## src/rtl/rbm_hidden_sampler.sv

```systemverilog
// ---------------------------------------------------------------------------
// rbm_hidden_sampler
//
// Runs the hidden-layer sampling of a restricted Boltzmann machine. For each
// hidden unit j it walks all visible units and accumulates the Q4.4 weights
// whose visible bit is set into a saturating Q8.4 sum. That sum drives an
// external combinational sigmoid. The sigmoid output is then compared with a
// random byte to draw a spike. The whole sweep repeats ITERATIONS times. The
// per-unit spike counts are then streamed out over a valid/ready interface.
//
// Ports
//   clk, rst       clock (rising edge), asynchronous active-high reset
//   start          one-cycle request, only honoured while idle
//   busy, done     busy outside IDLE; done pulses once after the last score
//   v_addr, w_addr visible / weight read addresses (w_addr = j*NUM_VISIBLE+i)
//   mem_en         read strobe; v_data / w_data arrive one cycle later
//   v_data, w_data visible bit and signed Q4.4 weight
//   sig_sum        registered Q8.4 sum feeding the sigmoid
//   sig_s          sigmoid output (Q0.8, combinational from sig_sum)
//   rnd_req, rnd   RNG advance strobe and the current random byte
//   score_valid/score_ready/score_idx/score  spike-count output stream
// ---------------------------------------------------------------------------
module rbm_hidden_sampler #(
    parameter int BITN        = 8,
    parameter int SUM_BITN    = 12,
    parameter int NUM_VISIBLE = 784,
    parameter int NUM_HIDDEN  = 10,
    parameter int ITERATIONS  = 100,
    parameter int SCORE_BITN  = $clog2(ITERATIONS + 1)
) (
    input  logic                                     clk,
    input  logic                                     rst,
    input  logic                                     start,
    output logic                                     busy,
    output logic                                     done,
    output logic [$clog2(NUM_VISIBLE)-1:0]           v_addr,
    output logic [$clog2(NUM_VISIBLE*NUM_HIDDEN)-1:0] w_addr,
    output logic                                     mem_en,
    input  logic                                     v_data,
    input  logic [BITN-1:0]                          w_data,
    output logic [SUM_BITN-1:0]                      sig_sum,
    input  logic [BITN-1:0]                          sig_s,
    output logic                                     rnd_req,
    input  logic [BITN-1:0]                          rnd,
    output logic                                     score_valid,
    input  logic                                     score_ready,
    output logic [$clog2(NUM_HIDDEN)-1:0]            score_idx,
    output logic [SCORE_BITN-1:0]                    score
);

    localparam int VA_W = $clog2(NUM_VISIBLE);
    localparam int WA_W = $clog2(NUM_VISIBLE * NUM_HIDDEN);
    localparam int HJ_W = $clog2(NUM_HIDDEN);

    localparam logic [VA_W-1:0]       LAST_VIS = VA_W'(NUM_VISIBLE - 1);
    localparam logic [HJ_W-1:0]       LAST_HID = HJ_W'(NUM_HIDDEN - 1);
    localparam logic [SCORE_BITN-1:0] LAST_IT  = SCORE_BITN'(ITERATIONS - 1);
    localparam logic [SUM_BITN-1:0]   SUM_MAX  = {1'b0, {(SUM_BITN-1){1'b1}}};
    localparam logic [SUM_BITN-1:0]   SUM_MIN  = {1'b1, {(SUM_BITN-1){1'b0}}};

    typedef enum logic [2:0] {
        IDLE, CLEAR, ACCUM, DRAIN, SIG, SAMPLE, OUTPUT, DONE
    } state_t;

    state_t                state, next_state;
    logic [VA_W-1:0]       i;
    logic [HJ_W-1:0]       j;
    logic [SCORE_BITN-1:0] it;
    logic [SUM_BITN-1:0]   acc, acc_next;
    logic [SUM_BITN:0]     term, wide_sum;
    logic                  data_valid;
    logic                  spike;
    logic [SCORE_BITN-1:0] counter [NUM_HIDDEN];

    // State register. Reset from any state returns to IDLE, dropping the pass.
    always_ff @(posedge clk or posedge rst) begin
        if (rst) begin
            state <= IDLE;
        end else begin
            state <= next_state;
        end
    end

    // Next-state logic. One hidden unit takes ACCUM (NUM_VISIBLE cycles)
    // followed by DRAIN, SIG and SAMPLE. SAMPLE then either starts the next
    // unit / iteration or moves on to streaming out the scores.
    always_comb begin
        next_state = state;
        case (state)
            IDLE:    if (start) next_state = CLEAR;
            CLEAR:   next_state = ACCUM;
            ACCUM:   if (i == LAST_VIS) next_state = DRAIN;
            DRAIN:   next_state = SIG;
            SIG:     next_state = SAMPLE;
            SAMPLE:  if (j != LAST_HID || it != LAST_IT) next_state = ACCUM;
                     else next_state = OUTPUT;
            OUTPUT:  if (score_ready && j == LAST_HID) next_state = DONE;
            DONE:    next_state = IDLE;
            default: next_state = IDLE;
        endcase
    end

    // Saturating accumulate of the term that arrives one cycle after the
    // read strobe. The sum is widened by one bit so that overflow shows up
    // as a disagreement between the top two bits and can be clamped.
    // data_valid is low in the first ACCUM cycle, because no read is in
    // flight then, so acc holds its cleared value for that cycle.
    always_comb begin
        term     = v_data ? {{(SUM_BITN + 1 - BITN){w_data[BITN-1]}}, w_data} : '0;
        wide_sum = {acc[SUM_BITN-1], acc} + term;
        acc_next = acc;
        if (data_valid) begin
            if (wide_sum[SUM_BITN] != wide_sum[SUM_BITN-1]) begin
                acc_next = wide_sum[SUM_BITN] ? SUM_MIN : SUM_MAX;
            end else begin
                acc_next = wide_sum[SUM_BITN-1:0];
            end
        end
    end

    // Datapath registers: the visible / hidden / iteration indices, the
    // accumulator, the sigmoid input register and the spike counters.
    // acc is cleared in the cycle before every ACCUM entry (CLEAR or SAMPLE).
    // The last iteration's SAMPLE leaves j at 0, ready for the output stream.
    always_ff @(posedge clk or posedge rst) begin
        if (rst) begin
            i          <= '0;
            j          <= '0;
            it         <= '0;
            acc        <= '0;
            sig_sum    <= '0;
            data_valid <= 1'b0;
            for (int h = 0; h < NUM_HIDDEN; h++) counter[h] <= '0;
        end else begin
            data_valid <= (state == ACCUM);
            case (state)
                CLEAR: begin
                    i   <= '0;
                    j   <= '0;
                    it  <= '0;
                    acc <= '0;
                    for (int h = 0; h < NUM_HIDDEN; h++) counter[h] <= '0;
                end
                ACCUM: begin
                    acc <= acc_next;
                    i   <= (i == LAST_VIS) ? '0 : i + 1'b1;
                end
                DRAIN: begin
                    acc     <= acc_next;
                    sig_sum <= acc_next;
                end
                SAMPLE: begin
                    acc        <= '0;
                    counter[j] <= counter[j] + SCORE_BITN'(spike);
                    if (j != LAST_HID) begin
                        j <= j + 1'b1;
                    end else begin
                        j <= '0;
                        if (it != LAST_IT) it <= it + 1'b1;
                    end
                end
                OUTPUT: begin
                    if (score_ready) j <= (j == LAST_HID) ? '0 : j + 1'b1;
                end
                default: ;
            endcase
        end
    end

    // Output decode from the state and the index registers. Because the state
    // register resets to IDLE, every strobe drops in the same cycle as rst.
    // A spike needs the sigmoid strictly above the random byte.
    always_comb begin
        busy        = (state != IDLE);
        done        = (state == DONE);
        mem_en      = (state == ACCUM);
        rnd_req     = (state == SAMPLE);
        score_valid = (state == OUTPUT);
        spike       = (sig_s > rnd);
        v_addr      = i;
        w_addr      = WA_W'(j) * WA_W'(NUM_VISIBLE) + WA_W'(i);
        score_idx   = score_valid ? j : '0;
        score       = score_valid ? counter[j] : '0;
    end

endmodule

```

## config.mk

```make
export PLATFORM = sky130hd
export DESIGN_NAME = rbm_hidden_sampler
export DESIGN_NICKNAME = d
export VERILOG_FILES = /design/src/rtl/rbm_hidden_sampler.sv
export SDC_FILE = /design/constraint.sdc
export NUM_CORES = 1
export LEC_CHECK = 0
export CAP_MARGIN = 40
export CORE_ASPECT_RATIO = 2
export CORE_MARGIN = 1
export CORE_UTILIZATION = 40
export CTS_CLUSTER_DIAMETER = 60
export DETAILED_ROUTE_END_ITERATION = 10
export PLACE_DENSITY = 0.61
export RECOVER_POWER = 25
export SYNTH_ARGS = -nofsm -noshare
export SYNTH_HDL_FRONTEND = slang
export SYNTH_SLANG_ARGS = --single-unit
```

## constraint.sdc

```tcl
create_clock -name clk -period 6.26 [get_ports clk]
set_input_delay 1.565 -clock clk [delete_from_list [all_inputs] [get_ports clk]]
set_output_delay 1.565 -clock clk [all_outputs]
set_load 0.02 [all_outputs]
```

==> results of run 1 <==
layer usage:
layer / track usage (%) / up-vias / part of all wire (%)
met2: 42.9 / 203 / 55
met4: 11.9 / 0 / 4.3
met3: 4.26 / 59 / 4.6
met5: 0 / - / 0
li1: - / 2686 / -
met1: 25.3 / 2893 / 36
synthesized netlist by cell type (all sizes together), types with 3 or more instances:
library cell  instances  area share (%)
o21bai                3            0.33
xnor2                18             2.4
a22oi                 9            0.98
nor2b                 5            0.45
maj3                  3            0.45
buf                  19             2.0
a21oi                26             1.9
xor2                 17             2.5
or3                   6            0.54
a31oi                 3            0.27
ha                   36             6.5
mux4                 14             5.0
dfrtp               119              43
inv                  25             1.4
nand4                 8            0.72
nand2                55             3.0
o31ai                 4            0.58
o22ai                 6            0.54
nand2b                4            0.36
mux2                  6            0.98
mux2i                 7             1.1
nand3                91             6.7
clkbuf               22             1.2
nor2                 46             2.6
or2                   4            0.36
a22o                  3            0.38
o21ai               107             7.8
a21o                  9            0.98
and2                 16             1.4
logic make-up after synthesis:
| logic type | count (synthesis) |
|---|---|
| compound gates | 184 |
| flops | 119 |
| simple gates | 243 |
| mux | 27 |
| fa+ha+maj | 41 |
| xor+xnor | 35 |
| buf+inv | 67 |
placed cells by master (no fill, tap or decap), drive strengths merged, types with 2 or more instances in the layout:
cell / Yosys / final
dfrtp: 119 / 119
o21ai: 107 / 107
nand3: 91 / 91
clkdlybuf4s50: 0 / 78
nand2: 55 / 55
nor2: 46 / 46
ha: 36 / 36
a21oi: 26 / 26
inv: 25 / 25
clkbuf: 22 / 20
xnor2: 18 / 18
xor2: 17 / 17
and2: 16 / 16
mux4: 14 / 14
a22oi: 9 / 9
a21o: 9 / 9
nand4: 8 / 8
mux2i: 7 / 7
mux2: 6 / 6
o22ai: 6 / 6
or3: 6 / 6
buf: 19 / 6
nor2b: 5 / 5
clkinvlp: 0 / 5
bufinv: 0 / 4
nand2b: 4 / 4
or2: 4 / 4
clkinv: 1 / 4
o31ai: 4 / 4
o21bai: 3 / 3
a31oi: 3 / 3
a22o: 3 / 3
maj3: 3 / 3
o31a: 2 / 2
nor3: 2 / 2
fa: 2 / 2
nor3b: 2 / 2
nor4b: 2 / 2
o311ai: 2 / 2
a311oi: 2 / 2
final cells by class:
type / instances / area [µm²]
timing repair buffer: 85 / 856
fill: 1539 / 8420
tap: 207 / 259
clock inverter: 12 / 174
sequential: 119 / 2980
clock buffer: 20 / 457
inverter: 26 / 98.8
multi-input combinational: 530 / 3610
state kept, by name (all words and copies together) (netlist names):
name / flops
counter: 70
acc: 12
sig_sum: 12
v_addr: 10
it: 7
j: 4
state: 3
data_valid: 1
worst max-delay path: stages (launching register included):
cell and delay (ps):
dfrtp_1 800, ha_1 290, inv_1 60, fa_1 410
inv_1 70, a21oi_1 60, o21bai_1 220, a21o_1 150
a21o_1 140, nand3_1 100, xnor2_1 190, clkdlybuf4s50_1 630
worst max path at each step:
stage / start / endpoint / slack (ps) / depth (start not counted)
6_report: j[0] / w_addr[12] / 1170 / 11
5_1_grt: j[0] / w_addr[12] / 970 / 11
4_1_cts: j[0] / w_addr[12] / 1140 / 11
3_5_place_dp: v_data / sig_sum[4] / 1480 / 11
3_3_place_gp: j[0] / w_addr[12] / 1630 / 11
2_1_floorplan: rst / acc[0] / 1540 / 1
through the flow:
step	power (W)	utilization [%]	area [µm²]	hold slack [ps]
after floorplan	0.00180	-	6910	444
after global placement	0.00220	46.1	7770	456
after detailed placement	0.00223	46.3	7800	475
after CTS	0.00329	50.1	8440	488
after global routing	0.00345	50.1	8430	511
final	0.00328	50.1	8430	482
power groups by stage:
| stage | Sequential, W | Clock, W | Combinational, W |
|---|---|---|---|
| final | 0.00103 | 0.00104 | 0.00121 |
| after global routing | 0.00105 | 0.00109 | 0.00131 |
| after CTS | 0.00103 | 0.00106 | 0.00120 |
| after global placement | 0.00103 | 0 | 0.00117 |
| after detailed placement | 0.00104 | 0 | 0.00119 |
| after floorplan | 0.00100 | 0 | 0.000797 |
==> summary.md, run 1 <==
| Metric | Value |
|---|---|
| Initial Util | between 40 and 50% |
| DR iter-0 viols | ~270 |
| Synthesized area | a little under 7000 µm² |
| Crit path max fanout | 12 |
| Netlist cell types | 68 |
| Core footprint | 16,800 µm² |
| Yosys reg bits | 119 |
| Reg-to-Reg Start | j[0] |
| Worst R2R Setup Slack | approximately 2800 ps |
| Dominant synthesized flop cell | dfrtp_1 |
| Worst slew pin tran | 917 ps |
| Max Slew Vio Count | 0 |
| Max IR drop VDD | 170 µV |
| Clock power frac | a little under a third |
| Synthesis-to-finish area growth | 22.1% |
| Worst min path class | reg2reg |
| Tcrit/Tclk final | 81.4% |
| Overall routing resource usage | 23.6% |
| Post-Syn Nets | 783 |
| Worst-Skew Late Latency | 420 ps |
| Layout Cells excl Fill | around 1,000 |
| Global-route wire length before repair | 31.5 mm |
| Drt drc | 0 |
| Vias | 5,841 |
| Comb power frac | between 30 and 40% |
| Synth Area in Simple Gates | 17.2% |
| Max-cap violations | 0 |
| Root Driver | clkbuf_16 |
| Clock transition at path regs | about 60 ps |
| Fin. Hold Viols | 0 |
| Final setup margin | 1170 ps |
| H-tree levels | 4 |
| Final-stage net count | 846 |
| Clk_skew | 6.53 ps |
| Drt total wl | 19.9 mm |
| Seq/Total Area, Yosys | around 43% |
| Rows | 67 |
| Cell internal pwr | 0.00201 W |
| Drt first pass iters | 5 |
| Synth Instances | 716 |
| Avg Inst Size Synth | 9.65 µm² |
| Multiplexer share of the synthesized area | 7.05% |
| Synth Area in Compound Gates | 15.6% |
| Total gr overflow | 0 |
| Initial antenna violation count | 0 |
| DP Worst Slack | 1480 ps |
| Worst reg-to-reg path cell count | 8 |
| Net Sw Power | 0.00127 W |
| Worst r2r dst | counter[51] |
| F_max | 196 MHz |
| PortBufs | 79 |
| RSZ-0062 raised after global routing | no |
| Post-synth EDFFs | 0 |
| I/O Pins | 80 |
| Hold Path Depth | 1 |
| CTS tree | done |
| Switching power share of the total | 38.8% |
| Post-Synth XOR/XNOR Area | 4.87% |
| TritonCTS Buffers | 17 |
| Post-Route Setup TNS | 0 ps |
| Power Density | a little under 400 nW/µm² |
| Hold buffers post-CTS | 0 |
| Diode count | 0 |
| Die Height | 188 µm |
| Largest family of logic cells by synthesized area | simple AND/OR/NAND/NOR gates |
| Sequential Power Share | 31.3% |
| Result of the run | finished clean |
| Largest net degree at the start of global routing | 70 |
| Post-DP HPWL | 14.7 mm |
| Number of global-route vias before repair | 5,944 |
| Die Area | 17,800 µm² |
| Post-layout minimum cycle time | 5090 ps |
| Setup Crit Path Kind | reg2out |
| CP Data Arrival Time | roughly 3500 ps |
| Final setup violation count | 0 |
| Post-DR wirelength/cell | ~20 µm |
| Synth async-reset ratio | 100% |
| # Post-CTS Setup Buffers | 0 |
| Share of cells above drive strength 1 | 9.09% |
| Width of the die | 94.9 µm |
| Synth Area in Adders | 7.55% |
| Clock Path Buffers | 2 |
| Startpoint Class | flip-flop |
| Slew HR | 38.9% |
| Critical Path End Type | output pin |
| Leak pwr | 3.63 nW |
| Min-delay src | sig_sum[5] |
| Vias/cell | ~5.8 |
| Routed Antenna Nets | 0 |
| Hold Path Sink | sig_sum[5] |
| Placed cells | 967 |
| Yosys warns | 0 |
| CTS resizes | 0 |
| Critical Path RT | 4700 ps |
| Routability cong. | 0.877 |
| CTS Sinks | 119 |
(Power assumes the default switching activity.)
==> run 2, diff against run 1 <==
- PLACE_DENSITY: 0.61 -> 0.64
- clock period: 6.26 -> 4.65 ns (I/O delays scaled with it)
==> summary.md, run 2 (same netlist as run 1, synthesis figures left out) <==
| Metric | Value |
|---|---|
| Result of the run | finished, violations left |
| Failing checks | capacitance limit, slew limit |
| CTS tree | done |
| Most frequent cells in the layout | dfrtp_1 (119), o21ai_0 (104), nand3_1 (89), clkdlybuf4s50_1 (78), nand2_1 (54) |
| Reg-to-Reg Start | j[0] |
| Most common cell after layout, fill and taps aside | dfrtp_1 |
| Net Sw Power | 0.00164 W (+28%) |
| Number of global-route vias before repair | 5,989 (+0.76%) |
| Share of cells above drive strength 1 | 8.72% (-0.37 points) |
| Footprint of the multi-input gates | 3610 µm² (unchanged) |
| Global-route wire length before repair | 30.4 mm (-3.5%) |
| Post-Route Setup TNS | 0 ps (unchanged) |
| Crit-path cells | inv_1 -> ha_1 -> ha_1 -> ha_1 -> xnor2_1 -> xnor2_1 -> xnor2_1 -> clkdlybuf4s50_1 |
| Tcrit/Tclk final | 95.3% |
| Crit path max fanout | 10 (-2) |
| Startpoint Class | flip-flop |
| Clk_skew | 11.3 ps (+4.78 ps) |
| Setup Crit Path Kind | reg2out |
| Worst slew pin tran | 2600 ps (+1690 ps) |
| Max Slew Vio Count | 66 (+66) |
| Drt first pass iters | 5 (unchanged) |
| H-tree levels | 4 (unchanged) |
| Vias | 5,718 (-2.1%) |
| Worst-Skew Late Latency | 420 ps (about the same) |
| Clock transition at path regs | 60 ps (about the same) |
| Regs by FF count | counter (70), acc (12), sig_sum (12) |
| Die Height | 188 µm (unchanged) |
| Max-cap violations | 1 (+1) |
| Fin. Hold Viols | 0 (unchanged) |
| Drt total wl | 18.9 mm (-5.0%) |
| Core footprint | 16,800 µm² (unchanged) |
| Initial Util | 41.0% (unchanged) |
| Worst R2R Setup Slack | 1580 ps (-1170 ps) |
| Overall routing resource usage | 22.6% (-1.0 points) |
| Hold buffers post-CTS | 0 (unchanged) |
| Width of the die | 94.9 µm (unchanged) |
| Most flops, register | counter |
| RSZ-0062 raised after global routing | no |
| Comb power frac | 38.2% (+1.2 points) |
| Synthesis-to-finish area growth | 20.9% |
| Final setup margin | 218 ps (-948 ps) |
| Final instance area | 8350 µm² (-0.98%) |
| Routed Antenna Nets | 0 (unchanged) |
| Initial antenna violation count | 0 (unchanged) |
| Total gr overflow | 0 (unchanged) |
| Final-stage net count | 847 (+0.12%) |
| Worst reg-to-reg path cell count | 9 (+1) |
| Slew HR | -73.7% (-110 points) |
| Clock Path Buffers | 2 (unchanged) |
| Final Power | 0.00419 W (+28%) |
| Power Density | 502 nW/µm² (+29%) |
| Post-DP HPWL | 13.8 mm (-6.3%) |
| Min-delay src | sig_sum[5] |
| F_max | roughly 230 MHz |
| PortBufs | 79 (unchanged) |
| Clock power frac | 29.5% (-2.2 points) |
| Critical Path End Type | output pin |
| Vias/cell | 5.73 (-2.0%) |
| Largest register FFs | 70 (unchanged) |
| Die Area | 17,800 µm² (unchanged) |
| Fillers | 1,569 (+1.9%) |
| Max IR drop VDD | 217 µV (+28%) |
| Critical Path Max Stage Delay | 650 ps (-150 ps) |
| Register Area | 2980 µm² (unchanged) |
| Crit path max-delay family | buffers and inverters |
| CP Data Arrival Time | 3270 ps (-260 ps) |
| Diode count | 0 (unchanged) |
| Leak pwr | 3.60 nW (-0.84%) |
| Post-layout util | 49.6% (-0.49 points) |
| Worst min path class | reg2reg |
| Switching power share of the total | 39.1% (+0.27 points) |
| Drt drc | 0 (unchanged) |
| Root Driver | clkbuf_16 |
| Hold Path Depth | 1 (unchanged) |
| DP Worst Slack | 308 ps (-1180 ps) |
| Post-layout minimum cycle time | 4430 ps |
| Worst r2r dst | counter[44] |
| Sequential Power Share | 32.3% (+1.0 points) |
| # Post-CTS Setup Buffers | 0 (unchanged) |
| Routability cong. | 0.896 (+2.1%) |
| CTS resizes | 0 (unchanged) |
| Largest net degree at the start of global routing | 67 (-4.3%) |
| Slowest CP cell | clkdlybuf4s50_1 |
| Final setup violation count | 0 (unchanged) |
| Critical Path RT | 3490 ps (-1210 ps) |
| TritonCTS Buffers | 17 (unchanged) |
| CTS Sinks | 119 (unchanged) |
| Cell internal pwr | 0.00255 W (+27%) |
| Rows | 67 (unchanged) |
| DR iter-0 viols | 290 (+6.2%) |
| I/O Pins | 80 (unchanged) |
| Post-DR wirelength/cell | 18.9 µm (-4.9%) |
| Dpl cell area | 7800 µm² (unchanged) |
| Hold Path Sink | sig_sum[5] |
| CP bufs+invs | 2 (-1) |
[run 2: changes by cell type in the layout (fill, tap and decap cells not counted)]
cell        before  now
buf_12           0    1
inv_1           24   25
buf_16           1    0
clkbuf_1         1    2
clkinvlp_2       1    0
buf_4            5    6
bufinv_16        4    1
clkbuf_8         2    3
inv_6            1    0
[run 2: area by class of cell]
| cell class | instances | share of cell area [%] |
|---|---|---|
| flip-flops and latches | 119 | 35.7 |
| multi-input cells | 530 | 43.3 |
| repair buffers | 86 | 10.2 |
| clock buffers | 22 | 5.68 |
| clock inverters | 8 | 0.899 |
| inverters | 26 | 1.17 |
| well taps | 207 | 3.10 |
[run 2: worst max path at each step]
stage                            end  depth (start not counted)  startpoint  slack (ps)
after CTS                 w_addr[12]                          8        j[3]         200
after global placement        acc[0]                         10      v_data         360
after global routing      w_addr[12]                          8        j[3]         100
after detailed placement  sig_sum[7]                         10      v_data         310
final                     w_addr[12]                          8        j[3]         220
after floorplan               acc[0]                          1         rst         330
[run 2: metal layers]
layer  global-route usage [%]  wire [µm]  vias to the layer above  share of wire [%]
li1                         -          -                     2687                  -
met1                     23.2       6830                     2816                 36
met5                        0          0                        -                  0
met4                     12.2        671                        0                3.5
met3                     3.73        730                       47                3.9
met2                     42.0      10700                      168                 56
[run 2: power groups by stage]
| stage | registers, W | clock network (W) | logic [W] |
|---|---|---|---|
| finish | 0.00135 | 0.00124 | 0.00160 |
| global route | 0.00137 | 0.00130 | 0.00175 |
| CTS | 0.00135 | 0.00125 | 0.00161 |
| detailed placement | 0.00137 | 0 | 0.00160 |
| global placement | 0.00136 | 0 | 0.00157 |
| floorplan | 0.00135 | 0 | 0.00107 |
[run 2: metrics by stage]
stage | hold WS, ps | cells
2_1_floorplan | 444 | 716
4_1_cts | 481 | 998
3_5_place_dp | 468 | 968
3_3_place_gp | 457 | 967
6_report | 480 | 998
5_1_grt | 494 | 998
==> patch 1, RTL diff (settings of run 2) <==
The parameter `NUM_HIDDEN` goes from 10 to 9.
--- a/src/rtl/rbm_hidden_sampler.sv
+++ b/src/rtl/rbm_hidden_sampler.sv
@@ -24,7 +24,7 @@
     parameter int BITN        = 8,
     parameter int SUM_BITN    = 12,
     parameter int NUM_VISIBLE = 784,
-    parameter int NUM_HIDDEN  = 10,
+    parameter int NUM_HIDDEN  = 9,
     parameter int ITERATIONS  = 100,
     parameter int SCORE_BITN  = $clog2(ITERATIONS + 1)
 ) (
Check against the original RTL: same outputs for any inputs over 10 cycles, from zero or initial values and one cycle with rst high; that may be too few to reach the edited logic, so the function may still have changed.
==> patch 1 against run 2 <==
The flow still finishes with violations (max-capacitance violations, max-slew violations). Non-clock buffer count increased by 7. Cell count increased by 0.10%. Design area is 1.8% lower. Setup slack better by 0.078 ns. Critical path depth increased by 2. Critical endpoint unchanged. Largest cell class unchanged. Combinational power up 2%. Area after synthesis is essentially flat. Via count is 1.4% higher. Wire length grew 0.84%. Synthesized cell count up 1.4%. Sequential cell count fell by 7. Total power down 8.2%.
==> patch 1: results (changes against run 2) <==
Critical path
In this run the critical register-to-register path is captured at counter[4]. The critical path arrival is 3.19 ns (-0.08 ns). The internal reg-to-reg setup slack came to 1.30 ns (-0.28 ns).

The maximum net fanout on the critical path is 7 (-3). The source of the worst register-to-register timing path is j[1].

Detailed routing
The overall routed net length is 19100 um (+0.84%). The detailed router's first-iteration violation count came to 288 (-0.69%). The total number of vias is 5796 (+1.4%).

Synth
Sorting the synthesized cells by how often they occur yields sky130_fd_sc_hd__dfrtp_1, sky130_fd_sc_hd__o21ai_0, sky130_fd_sc_hd__nand3_1. The post-synthesis share of cell area spent on full adders, half adders and majority gates is 8.26% (+0.71 points). The number of nets in the synthesized netlist is 793 (+1.3%). By area the synthesized netlist is led by sky130_fd_sc_hd__dfrtp_1, sky130_fd_sc_hd__o21ai_0, sky130_fd_sc_hd__ha_1. The fraction of the mapped netlist area in compound gates is 16.8% (+1.2 points).

Cells and area
The count of filler cells inserted in the layout came to 1556 (-0.83%). The number of nets in the layout is 854 (+0.83%). The fraction of layout cells with a size suffix above 1 is 7.32% (-1.4 points).

GRT
The global-route wire length before repair is 31000 um (+1.9%). The via count of the first global-routing pass came to 6049 (+1.0%). The fraction of met1 tracks used by global routing is 24.0% (+0.84 points). The pin count of the biggest net entering global routing is 66 (-1.5%).

CTS
The clock latency on the worst-skew pair is 0.36 ns (-0.06 ns). The clock transition at the register clock pins on the worst setup and hold paths after CTS came to 0.08 ns (+0.02 ns). The H-tree depth reported by CTS came to 3 (-1).

Hold path
The number of cells on the worst hold path is 2 (+1). The destination of the worst hold path is sig_sum[1]. The start point of the worst hold path is sig_sum[1].

Timing
The worst setup skew after layout is 0.0110 ns (-0.000315 ns). The max-slew violation count is 65 (-1.5%). The final worst hold slack was 0.481 ns (+0.000518 ns).

Pwr
The worst supply voltage drop on vdd was 0.226 mV (+4.2%). The leakage component of the power is 3.60 nW (+0.22%).

Status
The flow ran to the end, but the final reports show violations. The checks that failed: max-capacitance violations, max-slew violations.

Placement
The detailed placement HPWL is 14200 um (+3.3%).

Job
The number of maximum-capacitance violations is 1 (unchanged).
[patch 1: changes by cell type after synthesis, moves of 7 or more]
| cell | change |
|---|---|
| sky130_fd_sc_hd__a22oi_1 | -8 |
| sky130_fd_sc_hd__dfrtp_1 | -7 |
| sky130_fd_sc_hd__nand2_1 | +7 |
| sky130_fd_sc_hd__nand3_1 | -10 |
| sky130_fd_sc_hd__nor2_1 | -9 |
| sky130_fd_sc_hd__o21ai_0 | -7 |
| sky130_fd_sc_hd__o21ai_1 | +8 |
[patch 1: kinds of logic after synthesis]
logic type | count (synthesis)
flops | 112
buf+inv | 72
mux | 30
compound gates | 191
simple gates | 242
xor+xnor | 33
fa+ha+maj | 46
[patch 1: final cells by class]
type / instances / area [um^2] / area share, %
clock buffers: 9 / 225 / 2.75
clock inverters: 7 / 100 / 1.22
inverters: 29 / 110 / 1.34
well taps: 207 / 259 / 3.16
repair buffers: 93 / 922 / 11.2
multi-input cells: 542 / 3780 / 46.1
flip-flops and latches: 112 / 2800 / 34.2
[patch 1: critical path, cell delays in order, from the launching register on]
cell and delay [ns]:
sky130_fd_sc_hd__dfrtp_1 0.54, sky130_fd_sc_hd__inv_1 0.21, sky130_fd_sc_hd__fa_1 0.47, sky130_fd_sc_hd__inv_1 0.07, sky130_fd_sc_hd__a21oi_1 0.05, sky130_fd_sc_hd__o21bai_1 0.22
sky130_fd_sc_hd__a21o_1 0.15, sky130_fd_sc_hd__a21o_1 0.13, sky130_fd_sc_hd__nand3_1 0.10, sky130_fd_sc_hd__xnor2_1 0.22, sky130_fd_sc_hd__clkdlybuf4s50_1 0.66
[patch 1: how the worst max path moves through the flow]
| stage | from | to | slack, ns | depth (start not counted) |
|---|---|---|---|---|
| after global routing | j[1] | w_addr[12] | 0.17 | 10 |
| after floorplan | rst | acc[0] | 0.53 | 1 |
| after global placement | v_data | acc[8] | 0.33 | 11 |
| final | j[1] | w_addr[12] | 0.30 | 10 |
| after detailed placement | v_data | acc[8] | 0.21 | 11 |
| after CTS | j[1] | w_addr[12] | 0.31 | 10 |
[patch 1: through the flow]
step	setup slack [ns]	instance area (um^2)	instances
2_1_floorplan	0.528	6910	726
3_3_place_gp	0.329	7850	981
3_5_place_dp	0.211	7910	983
4_1_cts	0.307	8230	999
5_1_grt	0.169	8200	999
6_report	0.296	8200	999
[patch 1: routing by layer]
layer | up-vias | part of all wire [%]
met1 | 2829 | 36
met5 | - | 0
met4 | 0 | 4.4
met2 | 184 | 56
li1 | 2728 | -
met3 | 55 | 3.3
[patch 1: power breakdown]
group	total [W]	switching [W]	internal [W]
Combinational	0.00164	0.000986	0.000659
Sequential	0.00133	0.000209	0.00113
Clock	0.000867	0.000388	0.000479
==> patch 2, RTL diff (config.mk and constraints of run 2) <==
Without the edit above. The 8 states of `state_t` get a one-hot encoding in 8 bits.
--- a/src/rtl/rbm_hidden_sampler.sv
+++ b/src/rtl/rbm_hidden_sampler.sv
@@ -58,8 +58,8 @@
     localparam logic [SUM_BITN-1:0]   SUM_MAX  = {1'b0, {(SUM_BITN-1){1'b1}}};
     localparam logic [SUM_BITN-1:0]   SUM_MIN  = {1'b1, {(SUM_BITN-1){1'b0}}};
 
-    typedef enum logic [2:0] {
-        IDLE, CLEAR, ACCUM, DRAIN, SIG, SAMPLE, OUTPUT, DONE
+    typedef enum logic [7:0] {
+        IDLE = 8'b00000001, CLEAR = 8'b00000010, ACCUM = 8'b00000100, DRAIN = 8'b00001000, SIG = 8'b00010000, SAMPLE = 8'b00100000, OUTPUT = 8'b01000000, DONE = 8'b10000000
     } state_t;
 
     state_t                state, next_state;
Formal check against the unedited RTL: same outputs for any inputs over 10 cycles, from zero or initial values and one cycle with rst high; not proved beyond that.
==> patch 2 against run 2 <==
The flow finishes with violations (design-rule violations, max-capacitance violations, max-slew violations). Wire length up 10%. Hold slack better by 0.0015 ns. Total power down 0.52%. Highest routed layer unchanged. Non-clock buffer count up 13. Design area up 8.1%. Fmax about the same. Sequential cell count up 5. Synthesized cell count up 13%. Area after synthesis up 7.4%. Critical endpoint unchanged. Via count up 12%. Setup slack worse by 0.0038 ns.
==> patch 2: results (changes against run 2) <==
Status
The flow ran to the end, but the final reports show violations. The checks that failed: design-rule violations, max-capacitance violations, max-slew violations.

Job
The number of maximum-capacitance violations was 2 (+1).

Critical path
The maximum net fanout on the critical path was 9 (-1). The number of cell instances on the worst register-to-register path is 8 (-1). The most critical setup path has its startpoint at j[1]. The peak per-stage delay on the critical path came to 0.63 ns (-0.02 ns). The endpoint of the worst-slack reg-to-reg timing path is it[5].

GRT
The met3 track utilization from global routing is 2.59% (-1.1 points). The aggregate global-route resource usage was 22.7% (+0.030 points). The fraction of met1 tracks used by global routing came to 23.5% (+0.34 points). The via count of the first global-routing pass is 6540 (+9.2%). The pin count of the biggest net entering global routing is 75 (+12%). The met2 track demand over resource in global routing is 43.8% (+1.8 points). The global-route wire length before repair is 33400 um (+10%).

Detailed routing
The total length of routed met3 wires is 704 um (-3.6%). The DRC violation count after routing is 5 (+5). The total number of vias is 6403 (+12%).

The overall routed net length is 20800 um (+10%). The detailed router's first-iteration violation count came to 287 (-1.0%). The routed length on met1 is 7460 um (+9.1%).

The amount of wire on met2 after detailed routing is 11800 um (+11%). The detail-routed net length per standard cell is 18.8 um (-0.66%). The length of the first detailed-routing pass in iterations is 11 (+6).

Synth
Yosys attributes the largest share of cell area to sky130_fd_sc_hd__dfrtp_1, sky130_fd_sc_hd__o21ai_0, sky130_fd_sc_hd__nand3_1. After synthesis, the most frequently instantiated cells are sky130_fd_sc_hd__o21ai_0, sky130_fd_sc_hd__dfrtp_1, sky130_fd_sc_hd__nand3_1. The synthesized netlist cell count was 807 (+13%). The sequential share of the synthesized area came to 41.9% (-1.2 points).

Pwr
The leakage component of the power came to 3.87 nW (+7.7%). The clock group share of total power is 33.9% (+4.4 points). The post-route total power came to 0.00417 W (-0.52%). The worst supply voltage drop on vdd was 0.272 mV (+25%). The combinational share of power is 31.2% (-7.0 points).

Hold path
For hold timing, the worst endpoint is sig_sum[2].

Timing
The time the final worst path needs with I/O delays and setup is 4.44 ns (+0.00380 ns). The worst setup skew after layout was 0.0104 ns (-0.000930 ns). The transition time at the pin with the least slew margin is 2.56 ns (-0.0466 ns). The max-slew violation count is 133 (+100%).

Placement
The post-placement cell count came to 1076 (+11%). The setup slack at placement was 0.0998 ns (-0.208 ns). The global placer's final weighted congestion is 0.831 (-7.2%).

Cells and area
The count of filler cells inserted in the layout was 1731 (+10%). The fraction of layout cells with a size suffix above 1 was 8.74% (+0.021 points).
-- patch 2: cell types whose count changed after synthesis, sizes merged, moves of 5 or more --
| cell | change |
|---|---|
| a211oi | +6 |
| and3 | +8 |
| clkbuf | +6 |
| mux2i | +6 |
| nand3 | +11 |
| nor2 | +17 |
| nor4 | +5 |
| o21a | +5 |
| o21ai | +24 |
| xor2 | -6 |
-- patch 2: cell type report --
type	count	area [um^2]	share of cell area, %
Sequential cell	124	3100	34.4
Timing Repair Buffer	99	937	10.4
Multi-Input combinational cell	609	3990	44.2
Inverter	28	106	1.18
Clock buffer	18	429	4.76
Tap cell	216	270	2.99
Clock inverter	14	193	2.14
-- patch 2: logic make-up after synthesis --
family	after synthesis	share of synthesized area, %
AO/OA/AOI/OAI	224	17.6
XOR/XNOR	28	3.56
flip-flops	124	41.9
multiplexers	31	6.78
buffers and inverters	74	4.47
AND/OR/NAND/NOR	287	18.9
adder cells (fa/ha/maj)	39	6.78
